File: config.mk
export PLATFORM = sky130hd
export DESIGN_NAME = aes_uart_sequencer
export DESIGN_NICKNAME = d
export VERILOG_FILES = /design/src/rtl/aes_uart_sequencer.sv
export SDC_FILE = /design/constraint.sdc
export NUM_CORES = 1
export LEC_CHECK = 0
export CAP_MARGIN = 10
export CORE_MARGIN = 2
export CORE_UTILIZATION = 45
export DETAILED_ROUTE_END_ITERATION = 12
export DONT_BUFFER_PORTS = 1
export GPL_TIMING_DRIVEN = 0
export HOLD_SLACK_MARGIN = 0.02
export PLACE_DENSITY = 0.68
export RECOVER_POWER = 50
export SLEW_MARGIN = 20
export SYNTH_ARGS = -nofsm -noshare
export SYNTH_HDL_FRONTEND = slang
export SYNTH_SLANG_ARGS = --single-unit
File: constraint.sdc
create_clock -name clk -period 2.35 [get_ports clk]
set_input_delay 0.235 -clock clk [delete_from_list [all_inputs] [get_ports clk]]
set_output_delay 0.235 -clock clk [all_outputs]
set_load 0.03 [all_outputs]
File: src/rtl/aes_uart_sequencer.sv
// aes_uart_sequencer
// Byte-level command sequencer between a UART RX/TX pair and an AES core.
// Frames are one command byte ('K' = key, 'P' = plaintext + encrypt) followed
// by 16 payload bytes, MSB byte first. After an encryption, the 16 ciphertext
// bytes are streamed back through the UART transmitter, MSB byte first.
//
// Optional feature macro: SCA_TRIGGER_EN
//   defined   -> trigger is a registered scope window that opens with aes_start
//                and closes the cycle after aes_ready is latched.
//   undefined -> trigger is tied low and no trigger register exists.
//
// Reset is synchronous and active-low.

module aes_uart_sequencer #(
  parameter int          RX_TIMEOUT = 100000,
  parameter logic [7:0]  ACK_BYTE   = 8'h06
) (
  input  logic         clk,
  input  logic         reset,
  input  logic [7:0]   rx_data,
  input  logic         rx_done,
  output logic [7:0]   tx_data,
  output logic         tx_start,
  input  logic         tx_done,
  output logic         aes_start,
  input  logic         aes_ready,
  output logic [127:0] pt_to_aes,
  input  logic [127:0] ct_from_aes,
  output logic [127:0] new_key,
  output logic         key_write_en,
  output logic         busy,
  output logic         trigger
);

  localparam logic [7:0]  CMD_KEY  = 8'h4B;
  localparam logic [7:0]  CMD_PT   = 8'h50;
  localparam logic [31:0] TMO_LAST = 32'(RX_TIMEOUT - 1);

  typedef enum logic [3:0] {
    IDLE,
    RX_KEY,
    RX_PT,
    KEY_WR,
    ACK,
    START,
    WAIT,
    TX_LOAD,
    TX_WAIT
  } state_t;

  state_t         state;
  logic [127:0]   asm_reg;
  logic [127:0]   ct_sr;
  logic [3:0]     byte_cnt;
  logic [4:0]     tx_cnt;
  logic [31:0]    tmo_cnt;
  logic [127:0]   asm_next;

`ifdef SCA_TRIGGER_EN
  logic           trig_q;
  assign trigger = trig_q;
`else
  assign trigger = 1'b0;
`endif

  // The assembly register with the current received byte shifted in at the bottom.
  assign asm_next = {asm_reg[119:0], rx_data};

  // Single sequencer FSM: frame parsing, commit, encryption handshake and ciphertext streaming.
  always_ff @(posedge clk) begin
    if (!reset) begin
      state        <= IDLE;
      asm_reg      <= 128'h0;
      ct_sr        <= 128'h0;
      byte_cnt     <= 4'd0;
      tx_cnt       <= 5'd0;
      tmo_cnt      <= 32'd0;
      tx_data      <= 8'h00;
      tx_start     <= 1'b0;
      aes_start    <= 1'b0;
      key_write_en <= 1'b0;
      busy         <= 1'b0;
      pt_to_aes    <= 128'h0;
      new_key      <= 128'h0;
`ifdef SCA_TRIGGER_EN
      trig_q       <= 1'b0;
`endif
    end else begin
      tx_start     <= 1'b0;
      aes_start    <= 1'b0;
      key_write_en <= 1'b0;

      case (state)
        IDLE: begin
          byte_cnt <= 4'd0;
          tmo_cnt  <= 32'd0;
          busy     <= 1'b0;
          if (rx_done) begin
            if (rx_data == CMD_KEY) begin
              state <= RX_KEY;
              busy  <= 1'b1;
            end else if (rx_data == CMD_PT) begin
              state <= RX_PT;
              busy  <= 1'b1;
            end
          end
        end

        RX_KEY, RX_PT: begin
          if (rx_done) begin
            asm_reg  <= asm_next;
            byte_cnt <= byte_cnt + 4'd1;
            tmo_cnt  <= 32'd0;
            if (byte_cnt == 4'd15) begin
              if (state == RX_KEY) begin
                state        <= KEY_WR;
                new_key      <= asm_next;
                key_write_en <= 1'b1;
              end else begin
                state     <= START;
                pt_to_aes <= asm_next;
                aes_start <= 1'b1;
`ifdef SCA_TRIGGER_EN
                trig_q    <= 1'b1;
`endif
              end
            end
          end else if (tmo_cnt >= TMO_LAST) begin
            state    <= IDLE;
            busy     <= 1'b0;
            byte_cnt <= 4'd0;
            tmo_cnt  <= 32'd0;
          end else begin
            tmo_cnt <= tmo_cnt + 32'd1;
          end
        end

        KEY_WR: begin
          tx_data  <= ACK_BYTE;
          tx_start <= 1'b1;
          state    <= ACK;
        end

        ACK: begin
          if (tx_done && !tx_start) begin
            state    <= IDLE;
            busy     <= 1'b0;
            byte_cnt <= 4'd0;
          end
        end

        START: begin
          tx_cnt <= 5'd0;
          state  <= WAIT;
        end

        WAIT: begin
          if (aes_ready) begin
            ct_sr  <= ct_from_aes;
            state  <= TX_LOAD;
`ifdef SCA_TRIGGER_EN
            trig_q <= 1'b0;
`endif
          end
        end

        TX_LOAD: begin
          tx_data  <= ct_sr[127:120];
          ct_sr    <= {ct_sr[119:0], 8'h00};
          tx_start <= 1'b1;
          tx_cnt   <= tx_cnt + 5'd1;
          state    <= TX_WAIT;
        end

        TX_WAIT: begin
          // The next byte is launched straight from the tx_done edge so it
          // follows the previous one with a single cycle of latency; a tx_done
          // coinciding with our own start request cannot belong to that byte.
          if (tx_done && !tx_start) begin
            if (tx_cnt == 5'd16) begin
              state    <= IDLE;
              busy     <= 1'b0;
              byte_cnt <= 4'd0;
            end else begin
              tx_data  <= ct_sr[127:120];
              ct_sr    <= {ct_sr[119:0], 8'h00};
              tx_start <= 1'b1;
              tx_cnt   <= tx_cnt + 5'd1;
            end
          end
        end

        default: begin
          state <= IDLE;
          busy  <= 1'b0;
        end
      endcase
    end
  end

endmodule

# Word-level counts from Yosys, hierarchy flattened
# Cells that the tools add are included.
[op_classes]
muxes = 41
n_lt_le_gt_ge = 1
n_reduce_logical = 21
n_eq_ne = 23
n_bitwise = 2
n_addsub = 3
[op_table]
columns = ["op", "count"]
rows = [
  ["$mux W128", 3],
  ["$pmux W128 S3", 1],
  ["$mux W32", 2],
  ["$pmux W32 S2", 1],
  ["$mux W4", 11],
  ["$add A32 B1 Y32 const B", 1],
  ["$ge A32 B17 Y1 const B", 1],
  ["$pmux W4 S8", 1],
  ["$pmux W8 S3", 1],
  ["$eq A4 B3 Y1 const B", 4],
  ["$eq A8 B7 Y1 const B", 2],
  ["$mux W8", 2],
  ["$ne A2 B2 Y1 const B", 8],
  ["$pmux W4 S4", 1],
  ["$reduce_and A4 Y1", 4],
  ["$pmux W5 S3", 1],
  ["$mux W1", 12],
  ["$mux W5", 2],
  ["$ne A3 B3 Y1 const B", 3],
  ["$reduce_bool A3 Y1", 3],
  ["$eq A4 B2 Y1 const B", 2],
  ["$eq A4 B4 Y1 const B", 2],
  ["$reduce_and A8 Y1", 1],
  ["$reduce_and A3 Y1", 2],
  ["18 further kinds", 20],
]
[totals]
wordCells = 104
regBits = 561
inputBits = 141
output_inout_bits = 269

# Longest topological paths before layout
[logic_depth]
ltp_word = 5
mapped_depth = 10
mapped_depth_nobuf = 8

# Worst setup path before layout
# OpenSTA, ideal clock, no wires.
[synth_path]
path_kind = "reg-to-reg"
from = "reg tx_cnt[0]"
to = "reg ct_sr[107]"
t_arrival_ns = 1.806
period_less_slack_ns = 1.922
path_buffers = 3
path_stages_with_launch = 10
slack_ns = 0.428
required_time_ns = 2.234
setup_ns = 0.116
path_cell_list = "dfxtp_1 > inv_1 > ha_1 > and4bb_2 > and3b_1 > or2_1 > buf_2 > buf_2 > buf_2 > o211a_1"
[synth_via]
elab_chain_cells = 3
[synth_lines]
columns = ["item", "line", "source"]
rows = [
  ["start: declaration", "55", "logic [4:0] tx_cnt;"],
  ["start signal: assignment", "171", "tx_cnt <= tx_cnt + 5'd1;"],
  ["start signal: assignment", "188", "tx_cnt <= tx_cnt + 5'd1;"],
  ["$eq A5 B5 Y1", "180", "if (tx_cnt == 5'd16) begin"],
  ["$ne A2 B2 Y1 (no source line)", "--", ""],
  ["$reduce_and A4 Y1 (no source line)", "--", ""],
  ["end signal: assignment", "159", "ct_sr <= ct_from_aes;"],
  ["end signal: assignment", "169", "ct_sr <= {ct_sr[119:0], 8'h00};"],
  ["end signal: assignment", "186", "ct_sr <= {ct_sr[119:0], 8'h00};"],
  ["end: declaration", "53", "logic [127:0] ct_sr;"],
]
# No other way between the ends.
# A chain may end at the register's enable or synchronous reset.

# Final worst setup path
[layout_path]
from = "reg state[0]"
to = "reg ct_sr[73]"
[layout_via]
elab_chain_cells = 3
elab_cells_between_ends = 9
classes_between = "eq/ne: 6; mux: 1; reduce/logical: 2"
[layout_lines]
columns = ["item", "line", "source"]
rows = [
  ["start: declaration", "51", "state_t state;"],
  ["start signal: assignment", "72", "state <= IDLE;"],
  ["start signal: assignment", "100", "state <= RX_KEY;"],
  ["start signal: assignment", "103", "state <= RX_PT;"],
  ["$eq A4 B3 Y1 / $eq A4 B4 Y1 (equally long branches)", "93", "case (state)"],
  ["$ne A2 B2 Y1 (no source line) / $reduce_bool A3 Y1 (equally long branches)", "--", ""],
  ["$reduce_and A4 Y1 (no source line)", "--", ""],
]
# Parallel ways exist; a longest one is shown, timed or not.

==> impl_metrics.toml <==
[min_path]
hp-class = "in -> reg"

[clocking]
cts_made_buffers = 58
cts_tree = "built"
clockRootBuffer = "clkbuf_16"
clk_path_buf_depth = 3
clock_latency_ns = 0.63
cts.sinks = 561
htree_num_levels = 2
clk_pin_slew_ns = 0.06

[synthesis]
synth_edf_count = 0
ys_seq_area_frac = 0.5036
ys_warn_count = 0
syn_inst = 2677
avgSynthCellArea_um2 = 8.330
dominantRegCellSynth = "dfxtp_1"
synthArstFlopShare = 0
syn-num-nets = 2822
syn_area_um2 = 22300
ys_types = 63
ys_ff_latch = 561

[sta]
relSlewSlack = 0.3420
tns_ns = 0
tightest_slew_ns = 0.9869
finalSetupViolCount = 0
final_hold_viol_count = 0
drv_slew = 0
fmax_ghz = 0.4325
fin_crit_sh = 0.9839
fin_skew_ns = 0.02300
min_period_ns = 2.312

[worst_setup_path]
rr_endpoint = "ct_sr[73]"
cpPeakStageDelay_ns = 0.43
regToRegSetupSlack_ns = 0.04
critPathMaxFanout = 10
r2r_start = "state[0]"
crit_chain = "buf_6, nor2b_1, clkbuf_2, a31oi_2, clkbuf_4, buf_2, nand2_1, nand3_1, o211a_1"
crit_path_end_kind = "flop"
arrival_ns = 2.87
reg2reg_depth = 9
crit_type = "reg -> reg"
cp_slowest_cell = "a31oi_2"
start_kind = "flop"
cp-endpoint = "ct_sr[73]"
worstSetupStartpoint = "state[0]"
cp_data_required_time_ns = 2.91

[placed_design]
place_congestion = 0.8524
numPortBuffers = 0
placed_area_um2 = 23130
dp_hpwl_um = 48940

[final_layout]
nNetsFinal = 3019
drive_gt1_frac = 0.07035
nFillCells = 4441
syn_to_final_growth_pct = 18.98
design_area_um2 = 26530
reg_top3 = "ct_sr x128, new_key x128, pt_to_aes x128"

[job]
maxCapViolCount = 0

[run_status]
outcome = "complete, no violations"

[routing]
wl_per_cell_um = 19.50
drt_iter0_drc = 1305
antenna_left = 0
routed_wl_um = 69960
vias = 19610
drcViolationCount = 0
dr.pass1.iters = 8
vias_per_cell = 5.468

[pwr]
switchingPower_uw = 4609
combPwrFrac = 0.056
sw_frac_of_total = 0.2319
p_int_uw = 15270
pwr-share-clk = 0.462
power.density_nw_per_um2 = 749.2
p_leak_uw = 0.01051
power_frac_seq = 0.482
ir_worst_vdd_v = 0.0005985

[die]
ioPinCount = 410
placementRows = 81
die_w_um = 226.6
core_area_um2 = 48950
die_height_um = 226.6
initial_core_util = 0.4556
dieArea_um2 = 51350

[global_routing]
grt_max_degree = 17
first_global_vias = 19100
antenna_found_initial = 9
overflow = 0
grt_pass1_wl_um = 106300
grtUsageTotal = 0.2643
## metrics by stage
step,setup WS [ns],util,hold slack [ns],cells,power (uW)
floorplan,0.4277,-,0.3799,2677,10390
global placement,-0.3488,0.4725,0.3879,3341,10630
detailed placement,-0.3990,0.4726,0.3940,3341,10660
CTS,0.01171,0.5401,0.02696,3578,19940
global route,-0.01617,0.5418,0.09071,3583,20490
finish,0.03781,0.5420,0.05629,3587,19880
## critical path: cells and delay by family (launching register included)
kind | cells | cell delay (ns)
buf+inv | 4 | 0.93
compound gates | 2 | 0.61
simple gates | 3 | 0.40
flops | 1 | 0.31
## how the worst min path moves through the flow
stage / from / endpoint / slack, ns / cells after the start
after floorplan: rx_data[0] / asm_reg[0] / 0.38 / 2
after global placement: rx_data[2] / pt_to_aes[2] / 0.39 / 2
after detailed placement: rx_data[6] / pt_to_aes[6] / 0.39 / 2
after CTS: rx_data[0] / busy / 0.03 / 4
after global routing: rx_data[0] / busy / 0.09 / 4
final: rx_data[0] / busy / 0.06 / 4
## final cells by class
class	count	area, um2	area share
sequential	561	11230	0.4233
multi-input combinational	1900	10170	0.3834
clock buffer	86	1698	0.06399
timing repair buffer	138	1381	0.05206
buffer	212	977.2	0.03683
tap	664	830.8	0.03131
clock inverter	14	207.7	0.007828
antenna	9	22.52	0.0008489
inverter	3	11.26	0.0004244
## synthesized netlist by cell type (all sizes together) (4+ instances only)
cell type | count | share of area
a21boi | 391 | 0.13
a21oi | 11 | 0.0025
a31oi | 6 | 0.0017
and2 | 5 | 0.0014
and3 | 12 | 0.0034
buf | 83 | 0.020
clkbuf | 130 | 0.022
dfxtp | 561 | 0.50
ha | 4 | 0.0022
nand2 | 1036 | 0.17
nand3 | 151 | 0.034
nand4 | 8 | 0.0022
nor2 | 53 | 0.0095
nor2b | 6 | 0.0020
nor3 | 7 | 0.0023
nor4 | 4 | 0.0018
o211a | 120 | 0.054
o21ai | 12 | 0.0029
xnor2 | 9 | 0.0035
xor2 | 21 | 0.0082
## power by group through the flow
stage	sequential (uW)	clock [uW]	combinational (uW)
global route	9570	9710	1210
detailed placement	9780	0	874
CTS	9570	9280	1090
global placement	9780	0	855
floorplan	9770	0	618
finish	9570	9180	1120
## layout by cell type (no fill, tap or decap), types with 8 or more instances in the layout
| cell | n |
|---|---|
| nand2_1 | 1036 |
| dfxtp_1 | 561 |
| a21boi_0 | 391 |
| nand3_1 | 150 |
| dlygate4sd3_1 | 138 |
| o211a_1 | 120 |
| clkbuf_1 | 119 |
| clkbuf_16 | 59 |
| buf_2 | 55 |
| nor2_1 | 49 |
| clkbuf_2 | 24 |
| xor2_1 | 21 |
| buf_4 | 14 |
| clkbuf_8 | 12 |
| and3_1 | 11 |
| a21oi_1 | 11 |
| o21ai_0 | 10 |
| diode_2 | 9 |
| buf_1 | 9 |
| xnor2_1 | 9 |
| nand4_1 | 8 |
## repair_timing
| item | in CTS | in global routing |
|---|---|---|
| resized for setup | 9 | 56 |
| endpoints found under the hold margin | 154 | 0 |
| endpoints found under the setup margin | 354 | 299 |
| buffers inserted | 0 | 0 |
| hold buffers | 138 | 0 |
## kinds of logic (layout without fill, tap and decap cells)
family | count (synthesis) | after routing | share of synthesized area
fa+ha+maj | 4 | 4 | 0.002244
other cells | 1 | 10 | 0.0001682
buf+inv | 216 | 453 | 0.04208
mux | 3 | 3 | 0.001347
flops | 561 | 561 | 0.5036
compound gates | 556 | 556 | 0.1985
xor+xnor | 30 | 30 | 0.01178
simple gates | 1306 | 1306 | 0.2403
## layer usage
layer | GRT usage | vias up | part of all wire
li1 | - | 9288 | -
met1 | 0.3255 | 9372 | 0.41
met2 | 0.4438 | 747 | 0.47
met3 | 0.06985 | 198 | 0.079
met4 | 0.09614 | 8 | 0.036
met5 | 0 | - | 0.00080
Note: power is estimated with default switching activity, not from simulation.
